===== config.mk =====
export PLATFORM = sky130hd
export DESIGN_NAME = writeback_arbiter_flat
export DESIGN_NICKNAME = d
export VERILOG_FILES = /design/src/rtl/writeback_arbiter_if.sv /design/src/rtl/writeback_arbiter.sv /design/src/flat_wrapper.sv
export SDC_FILE = /design/constraint.sdc
export NUM_CORES = 1
export LEC_CHECK = 0
export ABC_AREA = 1
export CELL_PAD_IN_SITES_DETAIL_PLACEMENT = 1
export CELL_PAD_IN_SITES_GLOBAL_PLACEMENT = 2
export CORE_MARGIN = 1
export CORE_UTILIZATION = 29
export DETAILED_ROUTE_END_ITERATION = 6
export HOLD_SLACK_MARGIN = 0.05
export PLACE_DENSITY = 0.87
export SYNTH_ARGS = -nofsm -noshare
export SYNTH_HDL_FRONTEND = slang
export SYNTH_SLANG_ARGS = --single-unit

===== constraint.sdc =====
create_clock -name clk -period 4 [get_ports clk]
set_input_delay 1.2 -clock clk [delete_from_list [all_inputs] [get_ports clk]]
set_output_delay 1.2 -clock clk [all_outputs]
set_load 0.05 [all_outputs]

===== src/rtl/writeback_arbiter_if.sv =====
// Signal bundle between the write-back arbiter, the MEM/WB stage, the long-latency
// unit, the register-file write port and the hazard unit.
interface writeback_arbiter_if;
    logic        wb_valid;
    logic        wb_regwrite;
    logic        wb_memtoreg;
    logic [4:0]  wb_dest;
    logic [31:0] wb_aluresult;
    logic [31:0] wb_memdata;
    logic        wb_stall;

    // lu_valid/lu_ready: a result moves when both are 1 at a rising edge; lu_ready
    // does not depend on lu_valid, and the offer stays put until it moves.
    logic        lu_valid;
    logic [4:0]  lu_dest;
    logic [31:0] lu_data;
    logic        lu_ready;

    logic [4:0]  writeadr;
    logic [31:0] WriteData;
    logic        RegWrite;

    logic [4:0]  q_adr1;
    logic [4:0]  q_adr2;
    logic        q_pending1;
    logic        q_pending2;

    modport master (
        input  wb_valid, wb_regwrite, wb_memtoreg, wb_dest, wb_aluresult, wb_memdata,
        input  lu_valid, lu_dest, lu_data,
        input  q_adr1, q_adr2,
        output wb_stall, lu_ready,
        output writeadr, WriteData, RegWrite,
        output q_pending1, q_pending2
    );

    modport slave (
        output wb_valid, wb_regwrite, wb_memtoreg, wb_dest, wb_aluresult, wb_memdata,
        output lu_valid, lu_dest, lu_data,
        output q_adr1, q_adr2,
        input  wb_stall, lu_ready,
        input  writeadr, WriteData, RegWrite,
        input  q_pending1, q_pending2
    );
endinterface


===== src/rtl/writeback_arbiter.sv =====
// Merges in-order MEM/WB results and out-of-band long-latency results onto the
// single register-file write port, queueing long-latency results in a small FIFO.
module writeback_arbiter #(
    parameter int DEPTH        = 2,
    parameter int STARVE_LIMIT = 4
) (
    input  logic                clk,
    input  logic                reset,
    writeback_arbiter_if.master bus
);
    localparam int PW = $clog2(DEPTH);
    localparam int CW = PW + 1;
    localparam logic [3:0] AGE_MAX = 4'(STARVE_LIMIT);

    typedef enum logic [1:0] {SRC_NONE, SRC_PIPE, SRC_FIFO, SRC_BYPASS} src_e;

    logic [4:0]    dest_q [DEPTH];
    logic [31:0]   data_q [DEPTH];
    logic [PW-1:0] head_q, head_d;
    logic [PW-1:0] tail_q, tail_d;
    logic [CW-1:0] count_q, count_d;
    logic [3:0]    age_q, age_d;
    logic [4:0]    writeadr_q, writeadr_d;
    logic [31:0]   wdata_q, wdata_d;
    logic          regwrite_q, regwrite_d;

    logic          fifo_full, fifo_nonempty, lu_xfer, pipe_req, starve;
    logic          pop, push;
    src_e          src;
    logic [PW-1:0] off;
    logic          pend1, pend2;

    assign fifo_full     = (count_q == CW'(DEPTH));
    assign fifo_nonempty = (count_q != '0);
    assign lu_xfer       = bus.lu_valid & ~fifo_full;
    assign pipe_req      = bus.wb_valid & bus.wb_regwrite & (bus.wb_dest != 5'd0);
    assign starve        = fifo_nonempty & (age_q == AGE_MAX);

    always_comb begin
        src = SRC_NONE;
        if (starve)
            src = SRC_FIFO;
        else if (pipe_req)
            src = SRC_PIPE;
        else if (fifo_nonempty)
            src = SRC_FIFO;
        else if (lu_xfer && bus.lu_dest != 5'd0)
            src = SRC_BYPASS;

        pop  = (src == SRC_FIFO);
        // Results for $0 are accepted but never stored or written.
        push = lu_xfer && (bus.lu_dest != 5'd0) && (src != SRC_BYPASS);

        regwrite_d = (src != SRC_NONE);
        writeadr_d = writeadr_q;
        wdata_d    = wdata_q;
        case (src)
            SRC_PIPE: begin
                writeadr_d = bus.wb_dest;
                wdata_d    = bus.wb_memtoreg ? bus.wb_memdata : bus.wb_aluresult;
            end
            SRC_FIFO: begin
                writeadr_d = dest_q[head_q];
                wdata_d    = data_q[head_q];
            end
            SRC_BYPASS: begin
                writeadr_d = bus.lu_dest;
                wdata_d    = bus.lu_data;
            end
            default: ;
        endcase

        head_d  = pop  ? head_q + PW'(1) : head_q;
        tail_d  = push ? tail_q + PW'(1) : tail_q;
        count_d = count_q + CW'(push) - CW'(pop);

        if (pop || !fifo_nonempty)
            age_d = 4'd0;
        else if (age_q != AGE_MAX)
            age_d = age_q + 4'd1;
        else
            age_d = age_q;
    end

    // An entry is live when its distance from head is below the occupancy count.
    always_comb begin
        pend1 = 1'b0;
        pend2 = 1'b0;
        off   = '0;
        for (int i = 0; i < DEPTH; i++) begin
            off = PW'(i) - head_q;
            if ({1'b0, off} < count_q) begin
                if (dest_q[i] == bus.q_adr1) pend1 = 1'b1;
                if (dest_q[i] == bus.q_adr2) pend2 = 1'b1;
            end
        end
    end

    always_ff @(posedge clk or negedge reset) begin
        if (!reset) begin
            head_q     <= '0;
            tail_q     <= '0;
            count_q    <= '0;
            age_q      <= 4'd0;
            regwrite_q <= 1'b0;
            writeadr_q <= 5'd0;
            wdata_q    <= 32'd0;
        end else begin
            head_q     <= head_d;
            tail_q     <= tail_d;
            count_q    <= count_d;
            age_q      <= age_d;
            regwrite_q <= regwrite_d;
            writeadr_q <= writeadr_d;
            wdata_q    <= wdata_d;
        end
    end

    always_ff @(posedge clk) begin
        if (push) begin
            dest_q[tail_q] <= bus.lu_dest;
            data_q[tail_q] <= bus.lu_data;
        end
    end

    assign bus.wb_stall   = starve;
    assign bus.lu_ready   = ~fifo_full;
    assign bus.writeadr   = writeadr_q;
    assign bus.WriteData  = wdata_q;
    assign bus.RegWrite   = regwrite_q;
    assign bus.q_pending1 = pend1 & (bus.q_adr1 != 5'd0);
    assign bus.q_pending2 = pend2 & (bus.q_adr2 != 5'd0);
endmodule

===== src/flat_wrapper.sv =====
// flat-port wrapper written by rule: the top's interface ports become plain ports
module writeback_arbiter_flat 
#(
    parameter int DEPTH        = 2,
    parameter int STARVE_LIMIT = 4
)
  (clk, reset, bus_wb_valid, bus_wb_regwrite, bus_wb_memtoreg, bus_wb_dest, bus_wb_aluresult, bus_wb_memdata, bus_lu_valid, bus_lu_dest, bus_lu_data, bus_q_adr1, bus_q_adr2, bus_wb_stall, bus_lu_ready, bus_writeadr, bus_WriteData, bus_RegWrite, bus_q_pending1, bus_q_pending2);
  writeback_arbiter_if bus_i ();
  input  logic clk;
  input  logic reset;
  input wire logic [$bits(bus_i.wb_valid)-1:0] bus_wb_valid;
  input wire logic [$bits(bus_i.wb_regwrite)-1:0] bus_wb_regwrite;
  input wire logic [$bits(bus_i.wb_memtoreg)-1:0] bus_wb_memtoreg;
  input wire logic [$bits(bus_i.wb_dest)-1:0] bus_wb_dest;
  input wire logic [$bits(bus_i.wb_aluresult)-1:0] bus_wb_aluresult;
  input wire logic [$bits(bus_i.wb_memdata)-1:0] bus_wb_memdata;
  input wire logic [$bits(bus_i.lu_valid)-1:0] bus_lu_valid;
  input wire logic [$bits(bus_i.lu_dest)-1:0] bus_lu_dest;
  input wire logic [$bits(bus_i.lu_data)-1:0] bus_lu_data;
  input wire logic [$bits(bus_i.q_adr1)-1:0] bus_q_adr1;
  input wire logic [$bits(bus_i.q_adr2)-1:0] bus_q_adr2;
  output wire logic [$bits(bus_i.wb_stall)-1:0] bus_wb_stall;
  output wire logic [$bits(bus_i.lu_ready)-1:0] bus_lu_ready;
  output wire logic [$bits(bus_i.writeadr)-1:0] bus_writeadr;
  output wire logic [$bits(bus_i.WriteData)-1:0] bus_WriteData;
  output wire logic [$bits(bus_i.RegWrite)-1:0] bus_RegWrite;
  output wire logic [$bits(bus_i.q_pending1)-1:0] bus_q_pending1;
  output wire logic [$bits(bus_i.q_pending2)-1:0] bus_q_pending2;
  assign bus_i.wb_valid = bus_wb_valid;
  assign bus_i.wb_regwrite = bus_wb_regwrite;
  assign bus_i.wb_memtoreg = bus_wb_memtoreg;
  assign bus_i.wb_dest = bus_wb_dest;
  assign bus_i.wb_aluresult = bus_wb_aluresult;
  assign bus_i.wb_memdata = bus_wb_memdata;
  assign bus_i.lu_valid = bus_lu_valid;
  assign bus_i.lu_dest = bus_lu_dest;
  assign bus_i.lu_data = bus_lu_data;
  assign bus_i.q_adr1 = bus_q_adr1;
  assign bus_i.q_adr2 = bus_q_adr2;
  assign bus_wb_stall = bus_i.wb_stall;
  assign bus_lu_ready = bus_i.lu_ready;
  assign bus_writeadr = bus_i.writeadr;
  assign bus_WriteData = bus_i.WriteData;
  assign bus_RegWrite = bus_i.RegWrite;
  assign bus_q_pending1 = bus_i.q_pending1;
  assign bus_q_pending2 = bus_i.q_pending2;
  writeback_arbiter #(.DEPTH(DEPTH), .STARVE_LIMIT(STARVE_LIMIT)) u_core (.clk(clk), .reset(reset), .bus(bus_i));
endmodule

==> flow_metrics.tcl <==
set metrics [dict create \
    synth_top_area_share_pct 36.4 \
    initial_core_util_pct 29.9 \
    slowest_stage "clkdlybuf4s50_1" \
    worstPathMaxFanout 4 \
    async_flop_share_pct 38.3 \
    outcome "completed" \
    cts_tree "built" \
    finalSetupTns_ns 0 \
    drive_gt1_share_pct 8.13 \
    ios 164 \
    grtUsageMet2_pct 30.7 \
    yosysSeqAreaShare_pct 55.2 \
    synth_most_common_cell "nand2_1" \
    clock_latency_ns 0.42 \
    crit_chain "clkdlybuf4s50_1 -> or2_2 -> a21oi_1 -> nand4_1 -> a21oi_1 -> buf_12" \
    synth_flop_cell "edfxtp_1" \
    rsz0062_at_grt "no" \
    ys_ff_latch 120 \
    seqCellArea_sq_mm 0.00337 \
    post_cts_buffers 0 \
    tightest_slew_ns 0.839 \
    netlist_instances 679 \
    fp.dieH_um 147 \
    synthTopCellsByCount "238 x nand2_1, 115 x nand3_1, 74 x edfxtp_1, 46 x dfrtp_1, 45 x a21oi_1" \
    clk_pin_slew_ns 0.05 \
    skew_ns 0.00878 \
    crit_path_start_kind "primary input" \
    port_buffers 163 \
    vias_per_cell 4.75 \
    cpMostUsedCell "a21oi_1" \
    netlist_area_sq_mm 0.00611 \
    vias 5318 \
    track_usage_pct 18.0 \
    crit_required_ns 2.80 \
    area.growth.synth_to_final_pct 40.3 \
    dp_hpwl_um 12400 \
    dp_cells 1087 \
    leakage_nw 3.62 \
    final.period_utilization_pct 96.8 \
    final_cells 1120 \
    cts-root-buf "clkbuf_16" \
    utilization_pct 42.0 \
    htreeDepth 4 \
    maxCapViolCount 0 \
    synth_nets 803 \
    path_class "primary input to primary output" \
    postCtsHoldBufs 0 \
    grt_pass1_wl_um 30200 \
    numClockSinks 120 \
    multi_input_area_sq_mm 0.00245 \
    crit_path_end_kind "primary output" \
    layout.nets 960 \
    overflow 0 \
    fp-row-count 52 \
    drt-initial-drc-count 264 \
    avgRoutedWirePerCell_um 16.4 \
    final_max_slew_viol_count 0 \
    first_pass_iters 4 \
    clk_path_buf_depth 2 \
    fillCellCount 2358 \
    hold_violations 0 \
    ys_types 26 \
    drc_errors 0 \
    core_sq_mm 0.0204 \
    grtUsageMet1_pct 22.2 \
    post-route-min-period_ns 3.87 \
    numCtsBuffers 17 \
    finalSetupViolCount 0 \
    avgSynthCellArea_sq_um 9.00 \
    hold_path.class "flop to flop" \
    synth_top_area_cell "edfxtp_1" \
    use_met3_pct 4.35 \
    cellPowerDensity_mw_per_mm2 731 \
    antenna_found_initial 1 \
    first_global_vias 5636 \
    synth_edf_count 74 \
    antenna_left 0 \
    ir_drop_mv 0.406 \
    crit_arrival_ns 2.67 \
    slew_headroom_pct 44.1 \
    die_w_um 147 \
    post_cts_resized 0 \
    synthTopCellsByArea "edfxtp_1 36%, dfrtp_1 19%, nand2_1 15%, nand3_1 9.4%, mux2i_1 5.2%" \
    timing.hold.ws_ns 0.477 \
    place_congestion 0.724 \
    fmax_mhz 258 \
    die_area_sq_mm 0.0217 \
    max_stage_delay_ns 0.48 \
    synth_warnings 0 \
    wl_um 18400 \
    grt.busiest_layer "met2" \
    grt_start_max_net_pins 46 \
    r2r_slack_ns 1.59 \
]
[state kept, by name, summed over array words and instances, names as in the netlist]
| register | flops |
|---|---|
| u_core.head_q | 1 |
| u_core.bus.writeadr | 5 |
| u_core.age_q | 4 |
| u_core.bus.RegWrite | 1 |
| u_core.count_q | 2 |
| u_core.dest_q | 10 |
| u_core.tail_q | 1 |
| u_core.data_q | 64 |
| u_core.bus.WriteData | 32 |
[stage by stage]
| step | setup WS (ns) | area [sq um] | power (mW) |
|---|---|---|---|
| after floorplan | 0.344 | 6110 | 3.89 |
| after global placement | 0.172 | 8040 | 4.91 |
| after detailed placement | 0.151 | 8040 | 4.97 |
| after CTS | 0.144 | 8570 | 6.37 |
| after global routing | 0.0485 | 8580 | 6.71 |
| final | 0.130 | 8580 | 6.27 |
[layout make-up]
class	instances	share of cell area [%]
Inverter	26	1.14
Sequential cell	120	39.3
Multi-Input combinational cell	491	28.5
Timing Repair Buffer	180	20.8
Clock inverter	13	0.948
Antenna cell	1	0.0292
Tap cell	270	3.94
Clock buffer	19	5.28
[cell families after synthesis]
family | count (synthesis) | synth area share (%)
adders and majority gates | 2 | 0.409
buffers and inverters | 68 | 5.28
AOI/OAI and AO/OA | 47 | 3.85
and+or+nand+nor | 389 | 27.0
xor gates and xnor gates | 21 | 3.01
muxes | 32 | 5.24
DFF | 120 | 55.2
[layer usage]
layer	vias to the layer above	routed length, um
met1	2576	8170
met5	-	0
li1	2589	-
met3	22	920
met2	131	8970
met4	0	328
[where the power goes]
group          switching (mW)  total (mW)  internal, mW  leakage [nW]
Clock                   0.557        1.37         0.813         0.248
Combinational            2.01        2.98         0.962          2.14
Sequential              0.201        1.92          1.72          1.24
Total                    2.77        6.27          3.50          3.62
[worst paths after layout]
path                                                      from                                  end  depth (start not counted)
min reg2reg                u_core.bus.WriteData[1]$_DFFE_PN0P_  u_core.bus.WriteData[1]$_DFFE_PN0P_                          2
max reg2reg                        u_core.count_q[0]$_DFF_PN0_       u_core.data_q[0][18]$_DFFE_PP_                          8
min in group asynchronous                                reset  u_core.bus.WriteData[9]$_DFFE_PN0P_                          1
max in group asynchronous                                reset            u_core.tail_q$_DFFE_PN0P_                          2
max                                              bus_q_adr1[1]                       bus_q_pending1                          6
min                        u_core.bus.WriteData[1]$_DFFE_PN0P_  u_core.bus.WriteData[1]$_DFFE_PN0P_                          2
[placed cells by master, fill, tap and decap left out, drive strengths merged]
master	instances
nand2	242
clkdlybuf4s50	159
nand3	116
edfxtp	74
dfrtp	46
a21oi	45
mux2i	32
inv	25
nor2	22
buf	21
clkbuf	19
xor2	13
xnor2	8
clkinv	8
clkinvlp	6
nand4	4
or2	2
nor3	2
ha	2
o21ai	2
diode	1
nor3b	1
[critical path: cells and delay by family]
kind            cells  cell delay (ns)
compound gates      2             0.41
buf+inv             2             0.66
simple gates        2             0.41
Power figures use the tool's default switching activity.
==> variant, RTL diff (same flow settings) <==
`DEPTH` is set to 2 in 2 places; all go to 4.
--- a/src/rtl/writeback_arbiter.sv
+++ b/src/rtl/writeback_arbiter.sv
@@ -1,7 +1,7 @@
 // Merges in-order MEM/WB results and out-of-band long-latency results onto the
 // single register-file write port, queueing long-latency results in a small FIFO.
 module writeback_arbiter #(
-    parameter int DEPTH        = 2,
+    parameter int DEPTH        = 4,
     parameter int STARVE_LIMIT = 4
 ) (
     input  logic                clk,
--- a/src/flat_wrapper.sv
+++ b/src/flat_wrapper.sv
@@ -1,7 +1,7 @@
 // flat-port wrapper written by rule: the top's interface ports become plain ports
 module writeback_arbiter_flat 
 #(
-    parameter int DEPTH        = 2,
+    parameter int DEPTH        = 4,
     parameter int STARVE_LIMIT = 4
 )
   (clk, reset, bus_wb_valid, bus_wb_regwrite, bus_wb_memtoreg, bus_wb_dest, bus_wb_aluresult, bus_wb_memdata, bus_lu_valid, bus_lu_dest, bus_lu_data, bus_q_adr1, bus_q_adr2, bus_wb_stall, bus_lu_ready, bus_writeadr, bus_WriteData, bus_RegWrite, bus_q_pending1, bus_q_pending2);
Check against the original RTL: not equivalent (Yosys sat finds a counterexample within 4 cycles, from zero or initial values and one cycle with reset low).
==> variant against the original RTL <==
  * Maximum frequency decreased by 0.68%
  * Worst setup slack worse by 0.026 ns
  * Synthesized cell count rose by 46%
  * Largest cell class unchanged
  * Global-route usage up 0.060 points
  * Non-clock buffer count increased by 6
  * Critical endpoint is now bus_q_pending2
  * Clock power rose by 29%
  * Total power up 37%
  * Area after synthesis grew 55%
  * Wire length up 58%
  * Sequential cell count is 77 higher
  * Design area up 43%
  * Clock skew rose by 0.0037 ns
==> variant: results (changes against the original RTL) <==
- Async set or reset register ratio after synthesis: 24.9% (-13 points)
- The total global-route track usage was 18.1% (+0.060 points).
* EDFF count, synth: 148 (+100%)
- The endpoint arrival time on the critical path was 2.70 ns (+0.03 ns).
* Vias in the first global route: 7,992 (+42%)
* Initial antenna violation count: 0 (-1)
- Final setup skew: 0.0124 ns (+0.00366 ns)
- Data buffer area share: 15.3% (-5.5 points)
- Worst IR Drop VDD: 0.000272 V (-33%)
* Wire length per cell after detailed routing: 18.3 um (+11%)
- By count the netlist is led by nand2_1, edfxtp_1, nor2_1, nand3_1, inv_1.
- The area of the multi-input gates is 3360 um^2 (+37%).
* Global placement routability congestion: 0.796 (+10%)
- The first-pass GRT wire length is 45,300 um (+50%).
* Placed Cells incl. Taps: 1,562 (+44%)
* Slew at the pin closest to its max-slew limit: 1.15 ns (+0.311 ns)
- Share of final-layout standard cells stronger than drive strength 1: 7.16% (-0.97 points)
- The number of nets produced by synthesis is 1,125 (+40%).
* Flip-flop count of the largest register, all copies and words added: 128 (+100%)
* Result of the run: completed
- Number of antenna repair diodes: 0 (-1)
* Placeable core region: 31,800 um^2 (+56%)
- The layout filler cell count came to 3,577 (+52%).
- Critical path fanouts, max: 5 (+1)
- Non-clock inverter instance count of the final layout: 56 (+120%)
* Standby leakage power: 0.00503 uW (+39%)
- The detail-routed via count per cell came to 4.60 (-3.2%).
* Sequential area share after synthesis: 60.0% (+4.8 points)
- Multi-input logic cell count: 688 (+40%)
- Repair and plain buffers: 186 (+3.3%)
- The half-perimeter wire length after placement was 19,300 um (+55%).
[variant: changes by cell type after synthesis, moves of 30 or more]
cell      before  now
nand2_1      238  345
nor2_1        18   99
edfxtp_1      74  148
nand3_1      115   66
nand4_1        4   37
a21oi_1       45   15
[variant: cells by family (layout without fill, tap and decap cells)]
logic type / count (synthesis) / in the layout / share of synthesized area (%)
simple gates: 577 / 577 / 25.7
compound gates: 47 / 47 / 2.66
buf+inv: 105 / 274 / 4.95
xor+xnor: 41 / 41 / 3.80
flops: 197 / 197 / 60.0
fa+ha+maj: 13 / 13 / 1.80
mux: 10 / 10 / 1.06
[variant: layer usage]
| layer | vias to the layer above | wire length (um) | global-route usage (%) |
|---|---|---|---|
| li1 | 3568 | - | - |
| met1 | 3583 | 12400 | 21.7 |
| met2 | 160 | 14800 | 32.8 |
| met3 | 18 | 1610 | 4.17 |
| met4 | 0 | 267 | 4.00 |
| met5 | - | 0 | 0 |
[variant: worst reg2reg max path, cell delays in order, from the launching register on]
cell	delay, ns
dfrtp_1	0.48
inv_2	0.12
nand2_4	0.09
buf_4	0.49
nand2_1	0.27
inv_1	0.11
ha_1	0.23
inv_1	0.06
ha_1	0.13
inv_1	0.05
fa_1	0.37
xnor2_1	0.14
xor2_1	0.15
[variant: path summary, 6_finish.rpt]
check                           cells after the start               from                 endpoint  slack, ns
worst max register to register                     12  u_core.count_q[2]        u_core.count_q[2]       1.20
worst min-delay path                                1    u_core.age_q[0]          u_core.age_q[0]       0.49
max in group asynchronous                           2              reset          u_core.age_q[0]       2.29
worst min register to register                      1    u_core.age_q[0]          u_core.age_q[0]       0.49
worst max-delay path                                9      bus_q_adr2[3]           bus_q_pending2       0.10
min in group asynchronous                           1              reset  u_core.bus.WriteData[7]       0.82
[variant: what timing repair did]
item | CTS | global route
buffers inserted | 0 | 0
endpoints found under the setup margin | 0 | 2
gates resized for setup | 0 | 7
hold buffers | 0 | 0
[variant: stage by stage]
stage | utilization [%] | hold WS (ns) | instance area, um^2 | setup slack, ns
2_1_floorplan | - | 0.453 | 9450 | 0.139
3_3_place_gp | 36.6 | 0.482 | 11600 | 0.0703
3_5_place_dp | 36.6 | 0.491 | 11600 | 0.0442
4_1_cts | 38.5 | 0.501 | 12200 | 0.0369
5_1_grt | 38.6 | 0.529 | 12300 | 0.0143
6_report | 38.6 | 0.491 | 12300 | 0.103
[variant: power groups by stage]
stage / clock (uW) / combinational (uW) / sequential [uW]
after floorplan: 0 / 1770 / 3680
after global placement: 0 / 3780 / 3070
after CTS: 1810 / 3880 / 3050
after detailed placement: 0 / 3860 / 3090
after global routing: 1890 / 4210 / 3100
final: 1770 / 3800 / 3050
